File: src/rtl/id_ex_stage.sv
// ID/EX pipeline register with load-use hazard detection, branch/jump flush and a stall-cycle counter.
// Latency: one cycle from *_in to *_out; Stall/PCWrite/IFIDWrite are combinational in the same cycle.
// Backpressure: a load-use hazard deasserts PCWrite/IFIDWrite for one cycle and loads a bubble into EX.
module id_ex_stage (
    input  logic        Clk,
    input  logic        Rst,
    input  logic        RegWrite_in,
    input  logic        ALUSrc_in,
    input  logic        MemWrite_in,
    input  logic        MemRead_in,
    input  logic        MemToReg_in,
    input  logic        Branch_in,
    input  logic        Jump_in,
    input  logic        LoadType_in,
    input  logic        StoreType_in,
    input  logic [3:0]  ALUOp_in,
    input  logic [2:0]  RegDst_in,
    input  logic [31:0] ReadData1_in,
    input  logic [31:0] ReadData2_in,
    input  logic [31:0] SignExt_in,
    input  logic [31:0] PCPlus4_in,
    input  logic [4:0]  Rs_in,
    input  logic [4:0]  Rt_in,
    input  logic [4:0]  Rd_in,
    input  logic [4:0]  Shamt_in,
    input  logic        Flush,
    output logic        RegWrite_out,
    output logic        ALUSrc_out,
    output logic        MemWrite_out,
    output logic        MemRead_out,
    output logic        MemToReg_out,
    output logic        Branch_out,
    output logic        Jump_out,
    output logic        LoadType_out,
    output logic        StoreType_out,
    output logic [3:0]  ALUOp_out,
    output logic [2:0]  RegDst_out,
    output logic [31:0] ReadData1_out,
    output logic [31:0] ReadData2_out,
    output logic [31:0] SignExt_out,
    output logic [31:0] PCPlus4_out,
    output logic [4:0]  Rs_out,
    output logic [4:0]  Rt_out,
    output logic [4:0]  Rd_out,
    output logic [4:0]  Shamt_out,
    output logic        Valid_out,
    output logic        Stall,
    output logic        PCWrite,
    output logic        IFIDWrite,
    output logic [15:0] StallCount
);

    typedef struct packed {
        logic       reg_write;
        logic       alu_src;
        logic       mem_write;
        logic       mem_read;
        logic       mem_to_reg;
        logic       branch;
        logic       jump;
        logic       load_type;
        logic       store_type;
        logic [3:0] alu_op;
        logic [2:0] reg_dst;
    } ctrl_t;

    typedef struct packed {
        logic [31:0] rd1;
        logic [31:0] rd2;
        logic [31:0] sext;
        logic [31:0] pc4;
        logic [4:0]  rs;
        logic [4:0]  rt;
        logic [4:0]  rd;
        logic [4:0]  shamt;
    } data_t;

    ctrl_t       ctrl_d;
    ctrl_t       ctrl_q;
    data_t       data_d;
    data_t       data_q;
    logic        valid_q;
    logic        hazard;
    logic        bubble;
    logic [15:0] stall_cnt;

    // Gather the decode-stage inputs into control and data words.
    always_comb begin
        ctrl_d = '{
            reg_write:  RegWrite_in,
            alu_src:    ALUSrc_in,
            mem_write:  MemWrite_in,
            mem_read:   MemRead_in,
            mem_to_reg: MemToReg_in,
            branch:     Branch_in,
            jump:       Jump_in,
            load_type:  LoadType_in,
            store_type: StoreType_in,
            alu_op:     ALUOp_in,
            reg_dst:    RegDst_in
        };
        data_d = '{
            rd1:   ReadData1_in,
            rd2:   ReadData2_in,
            sext:  SignExt_in,
            pc4:   PCPlus4_in,
            rs:    Rs_in,
            rt:    Rt_in,
            rd:    Rd_in,
            shamt: Shamt_in
        };
    end

    // Load in EX whose destination is read by ID; a flush wins so the redirect can proceed.
    // Rt of the ID instruction is compared even if it is not a source (harmless over-stall).
    always_comb begin
        hazard = ctrl_q.mem_read & valid_q & (data_q.rt != 5'd0) &
                 ((data_q.rt == Rs_in) | (data_q.rt == Rt_in)) & ~Flush;
        bubble = Flush | hazard;
    end

    assign Stall     = hazard;
    assign PCWrite   = ~hazard;
    assign IFIDWrite = ~hazard;

    // Control word and valid bit: zeroed on a bubble, otherwise captured.
    always_ff @(posedge Clk or negedge Rst) begin
        if (!Rst) begin
            ctrl_q  <= '0;
            valid_q <= 1'b0;
        end else if (bubble) begin
            ctrl_q  <= '0;
            valid_q <= 1'b0;
        end else begin
            ctrl_q  <= ctrl_d;
            valid_q <= 1'b1;
        end
    end

    // Data fields are captured every cycle, bubble or not, to keep waveforms readable.
    always_ff @(posedge Clk or negedge Rst) begin
        if (!Rst) begin
            data_q <= '0;
        end else begin
            data_q <= data_d;
        end
    end

    // Saturating stall-cycle counter; flush cycles never raise hazard so are not counted.
    always_ff @(posedge Clk or negedge Rst) begin
        if (!Rst) begin
            stall_cnt <= '0;
        end else if (hazard && (stall_cnt != 16'hFFFF)) begin
            stall_cnt <= stall_cnt + 16'd1;
        end
    end

    assign RegWrite_out  = ctrl_q.reg_write;
    assign ALUSrc_out    = ctrl_q.alu_src;
    assign MemWrite_out  = ctrl_q.mem_write;
    assign MemRead_out   = ctrl_q.mem_read;
    assign MemToReg_out  = ctrl_q.mem_to_reg;
    assign Branch_out    = ctrl_q.branch;
    assign Jump_out      = ctrl_q.jump;
    assign LoadType_out  = ctrl_q.load_type;
    assign StoreType_out = ctrl_q.store_type;
    assign ALUOp_out     = ctrl_q.alu_op;
    assign RegDst_out    = ctrl_q.reg_dst;
    assign ReadData1_out = data_q.rd1;
    assign ReadData2_out = data_q.rd2;
    assign SignExt_out   = data_q.sext;
    assign PCPlus4_out   = data_q.pc4;
    assign Rs_out        = data_q.rs;
    assign Rt_out        = data_q.rt;
    assign Rd_out        = data_q.rd;
    assign Shamt_out     = data_q.shamt;
    assign Valid_out     = valid_q;
    assign StallCount    = stall_cnt;

endmodule

File: config.mk
export PLATFORM = sky130hd
export DESIGN_NAME = id_ex_stage
export DESIGN_NICKNAME = d
export VERILOG_FILES = /design/src/rtl/id_ex_stage.sv
export SDC_FILE = /design/constraint.sdc
export NUM_CORES = 1
export LEC_CHECK = 0
export BUFFER_PORTS_ARGS = -buffer_cell sky130_fd_sc_hd__buf_2
export CAP_MARGIN = 20
export CORE_MARGIN = 2
export CORE_UTILIZATION = 25
export CTS_BUF_LIST = sky130_fd_sc_hd__clkbuf_2
export CTS_CLUSTER_SIZE = 24
export DETAILED_ROUTE_END_ITERATION = 10
export PLACE_DENSITY = 0.54
export SLEW_MARGIN = 20
export SYNTH_ARGS = -nofsm -noshare
export SYNTH_HDL_FRONTEND = slang
export SYNTH_SLANG_ARGS = --single-unit
File: constraint.sdc
create_clock -name Clk -period 1.7 [get_ports Clk]
set_input_delay 0.255 -clock Clk [delete_from_list [all_inputs] [get_ports Clk]]
set_output_delay 0.255 -clock Clk [all_outputs]
set_load 0.05 [all_outputs]
* After elaboration in Yosys (flattened, before gate mapping)
Index checks and enable logic that the tools add are counted.
Widths: inputs -> output; s select.
** Storage, ports and cells
- Bits in registers :: 181
- Input bits :: 167
** Cells by class
- $add $sub $neg :: 1
- Equal/unequal tests :: 3
- Mux-type cells :: 2
- Bitwise logic cells :: 8
- Reductions and logical operators :: 2
** Operator list (number)
- $add 16x1->16 const B :: 1
- $mux 16 :: 1
- $ne 16x16->1 const B :: 1
- $eq 5x5->1 :: 2
- $reduce_bool 5->1 :: 1
- $and 1x1->1 :: 4
- $not 1->1 :: 2
- $or 1x1->1 :: 2
- $logic_and 1x1->1 :: 1
- $mux 1 :: 1

* Logic depth before layout (Yosys ltp)
- Depth after elaboration :: 6
- Mapped depth :: 7
- Depth with buffers taken out :: 6

* Least setup slack after synthesis
OpenSTA, ideal clock, no wires.
- Path kind :: reg-to-output
- Start :: reg data_q, in the netlist Rt_out[1]
- End :: out PCWrite
- Arrival :: 2089 ps
- Required time :: 1445 ps
- Slack :: -644 ps
- Cell stages (with the launch flop) :: 7
- Path buffers :: 1
- Cell sequence :: dfrtp_1 -> or4_1 -> o211ai_2 -> inv_2 -> nand2_1 -> or2_2 -> buf_4
** On the way
- Longest elaborated chain between the ends :: 5
** Ends and longest elaborated chain
- from (decl) :: line 81 : data_t data_q;
- from (signal assigned) :: line 145 : data_q <= data_d;
- $eq 5x5->1 or $reduce_bool 5->1 (tied branches) :: line 118, 117
- $or 1x1->1 or $and 1x1->1 (tied branches) :: line 118, 117
- $and 1x1->1 (*) :: line 117 : hazard = ctrl_q.mem_read & valid_q & (data_q.rt != 5'd0) &
- $and 1x1->1 (*) :: line 118 : ((data_q.rt == Rs_in) | (data_q.rt == Rt_in)) & ~Flush;
- $not 1->1 (*)
- to (decl) :: line 48 : output logic PCWrite,
Every way passes the cells marked *; elsewhere a longest branch is shown, timed or not.

* Worst setup path after layout
- Start :: reg data_q, in the netlist Rt_out[1]
- End :: reg ctrl_q, in the netlist ALUOp_out[1]
** On the way
- Longest elaborated chain between the ends :: 6
** Ends and longest elaborated chain
- $eq 5x5->1 or $reduce_bool 5->1 (tied branches) :: line 118, 117
- $or 1x1->1 or $and 1x1->1 (tied branches) :: line 118, 117
- $and 1x1->1 (*) :: line 117
- $and 1x1->1 (*) :: line 118
- $or 1x1->1 (*) :: line 119 : bubble = Flush | hazard;
- $mux 16 (*) :: line 131 : end else if (bubble) begin
- to (signal assigned) :: line 135 : ctrl_q <= ctrl_d;
- to (decl) :: line 79 : ctrl_t ctrl_q;
Marked as above.
A chain may end at the register's enable or synchronous reset.

==> metrics.txt <==
outcome finished, violations left; failing checks setup timing; CTS tree yes; Required @ worst endpoint 2410 ps; largest net degree at the start of global routing 47; Hold Vio Cnt, Final 0; dominant cell type by area after synthesis dfrtp_1; fin area 11500 um^2; final cycle utilization of the critical path 157%; clock sink count 181; post-synthesis simple-gate area fraction 7.02%; most used flip-flop cell after synthesis dfrtp_1; slack of the critical path -965 ps; Yosys cell types 25; # nets final 1058; share of layout cells above drive strength 1 56.6%; Final Max Tran Viols 0; largest family of logic cells by synthesized area simple AND/OR/NAND/NOR gates; Post-synth EDFFs 0; r2r startpoint Rt_out[1]; clk_skew 31.5 ps; clk_lat worst skew 760 ps; Worst Setup End Kind flip-flop; syn_nets 445; die span in x 149 um; Period minus WS final 2660 ps; slew margin rel. 69.9%; #FFs+latches synth 181; Pwr Total 9.04 mW; Placer Congestion 0.799; placed inst area 7560 um^2; initial core utilization 25.7%; Synth Area per Inst 18.9 um^2; initial antenna violation count 2; type of origin of the critical path flip-flop; Via Count 4735; R2R depth 18; clock root cell clkbuf_2; crit-path max FO 4; RSZ-0062 raised after global routing true; Core Area 20400 um^2; Layout Utilization 56.6%; critical path arrival 3380 ps; Synth top area share 86.7%; Worst Max-Slew Pin Slew 452 ps; Fill cells 1605; final wirelength 19400 um; adder-cell area share of the yosys netlist 0.239%; clock-pin transition on the worst setup and hold timing paths 290 ps; Hold Path Depth 2; Port-buffer cells 350; YS warnings 0; Die ar. 22100 um^2; maximum VDD drop 0.000436 V; first-pass GRT wire length 27600 um; hpwl dp 11600 um; DRC 0; top-count cell post-synth dfrtp_1; R2R Setup Slk -960 ps; HP Class input pin to flip-flop; fmax 375 MHz; DR vias/cell 4.03; Compound-Gate Fraction of Synth Area 0.982%; Seq/Total Area, Yosys 86.7%; DP Cell Count 918; row count 52; largest cells by area after synthesis dfrtp_1 (87%), xnor2_1 (4.2%), and2_2 (2.3%), nand3_1 (1.1%), and4_1 (1.0%); # IOs 351; Commonest cells post-synth dfrtp_1 (181), xnor2_1 (25), and2_2 (16); P_leak 5.60 nW; # H-tree levels 4; mux contribution to synthesized area 0.216%; clock buffer depth 2; Post-DRT Antenna Nets 0; DR iter-0 viols 131; final global-route overflow total 0; hold path startpoint SignExt_in[13]; 1st-pass router iterations 4; Mapped Cells 277; fin cells 1175; CP Class flip-flop to flip-flop; Syn-to-layout area delta 120%; post-synthesis cell area 5230 um^2; asr flop ratio synth 100%; R2R Path End ALUOp_out[1]; total of max-cap violations 0; vias in the first global route 5144; Die Ht 149 um; setup violators final 50; Total GRT Usage 16.5%; Endpoint, Worst Hold SignExt_out[13]; XOR/XNOR Fraction of Synth Area 4.19%; pwr dens 784 nW/um^2; Num CTS Buffers 17; routed len/inst 16.5 um; Final Hold Slack 116 ps
[report_power, final]
group	switching [mW]	leakage [nW]	total, mW	internal (mW)
combinational	1.21	3.32	2.25	1.04
clock	1.67	0.138	2.14	0.464
sequential	0.119	2.15	4.65	4.53
total	3.00	5.60	9.04	6.03
[flip-flops by register name (all words and copies together), names as in the netlist, 3 cells and up]
signal / flops
ReadData1_out: 32
StallCount: 16
ReadData2_out: 32
Rd_out: 5
SignExt_out: 32
ALUOp_out: 4
PCPlus4_out: 32
Rt_out: 5
Rs_out: 5
Shamt_out: 5
RegDst_out: 3
[how the worst max path moves through the flow]
stage | cells after the start | to | slack, ps | start
CTS | 6 | PCWrite | -1000 | Rt_out[1]
global route | 6 | PCWrite | -1120 | Rt_out[1]
finish | 18 | ALUOp_out[1] | -960 | Rt_out[1]
detailed placement | 6 | MemToReg_out | -240 | Rt_out[1]
floorplan | 6 | PCWrite | -420 | Rt_out[1]
global placement | 6 | LoadType_out | -230 | Rt_out[1]
[critical path, cell delays in order, from the launching register on]
cell and delay (ps):
dfrtp_2 470, buf_4 160, xnor2_2 130, nand3_2 90
o22ai_4 80, buf_6 120, buf_6 100, buf_6 100
buf_6 110, buf_6 100, buf_6 100, buf_6 100
buf_6 100, buf_6 110, buf_12 120, a21oi_4 140
buf_6 130, bufbuf_16 240, and2_2 130
[metal layers]
| metal | wire length, um | GRT usage, % |
|---|---|---|
| met1 | 6820 | 17.2 |
| met2 | 10500 | 29.9 |
| met3 | 1600 | 6.41 |
| met4 | 467 | 6.19 |
| met5 | 0 | 0 |
[cell families after synthesis]
family,count (synthesis)
mux,1
buf+inv,6
xor+xnor,25
simple gates,59
fa+ha+maj,1
flops,181
compound gates,4
[placed cells by master, fill, tap and decap left out, types with 2 or more instances in the layout]
cell           Yosys  layout
buf_6              1     195
dlygate4sd3_1      0     180
dfrtp_1          181     170
buf_2              1     165
buf_4              1      33
clkbuf_2           0      17
xnor2_1           25      15
buf_12             0      12
dfrtp_2            0      11
buf_8              0      11
nand3_2            0      10
xnor2_2            0       9
and2_4             0       9
and2_2            16       7
and3_1             7       7
and4_1             6       6
inv_6              0       5
nand2_1            8       4
inv_8              0       4
nand2_2            0       3
nand4_1            3       3
diode_2            0       2
nor3_1             2       2
clkinv_4           0       2
[per-stage QoR]
step                      TNS, ps  setup WS (ps)
after floorplan             -5160           -424
after global placement      -5090           -226
after detailed placement    -5550           -242
after CTS                  -10740           -999
after global routing       -42520          -1120
final                      -29690           -965
[cell type report]
type                       instances  area [um^2]  share of cell area (%)
inverter                           1         3.75                  0.0326
clock inverter                    15          139                    1.21
antenna                            2         5.00                  0.0435
multi-input combinational         90          853                    7.41
tap                              270          338                    2.93
timing repair buffer             599         5550                    48.2
sequential                       181         4540                    39.4
clock buffer                      17         85.1                   0.739
[timing repair]
item | 4_1_cts | 5_1_grt
setup buffers | 21 | 22
hold endpoints to repair | 348 | 12
hold buffers | 169 | 12
gates cloned | 3 | 0
pin swaps | 9 | 9
resized for setup | 359 | 101
endpoints found under the setup margin | 207 | 215
(Power assumes the default switching activity.)
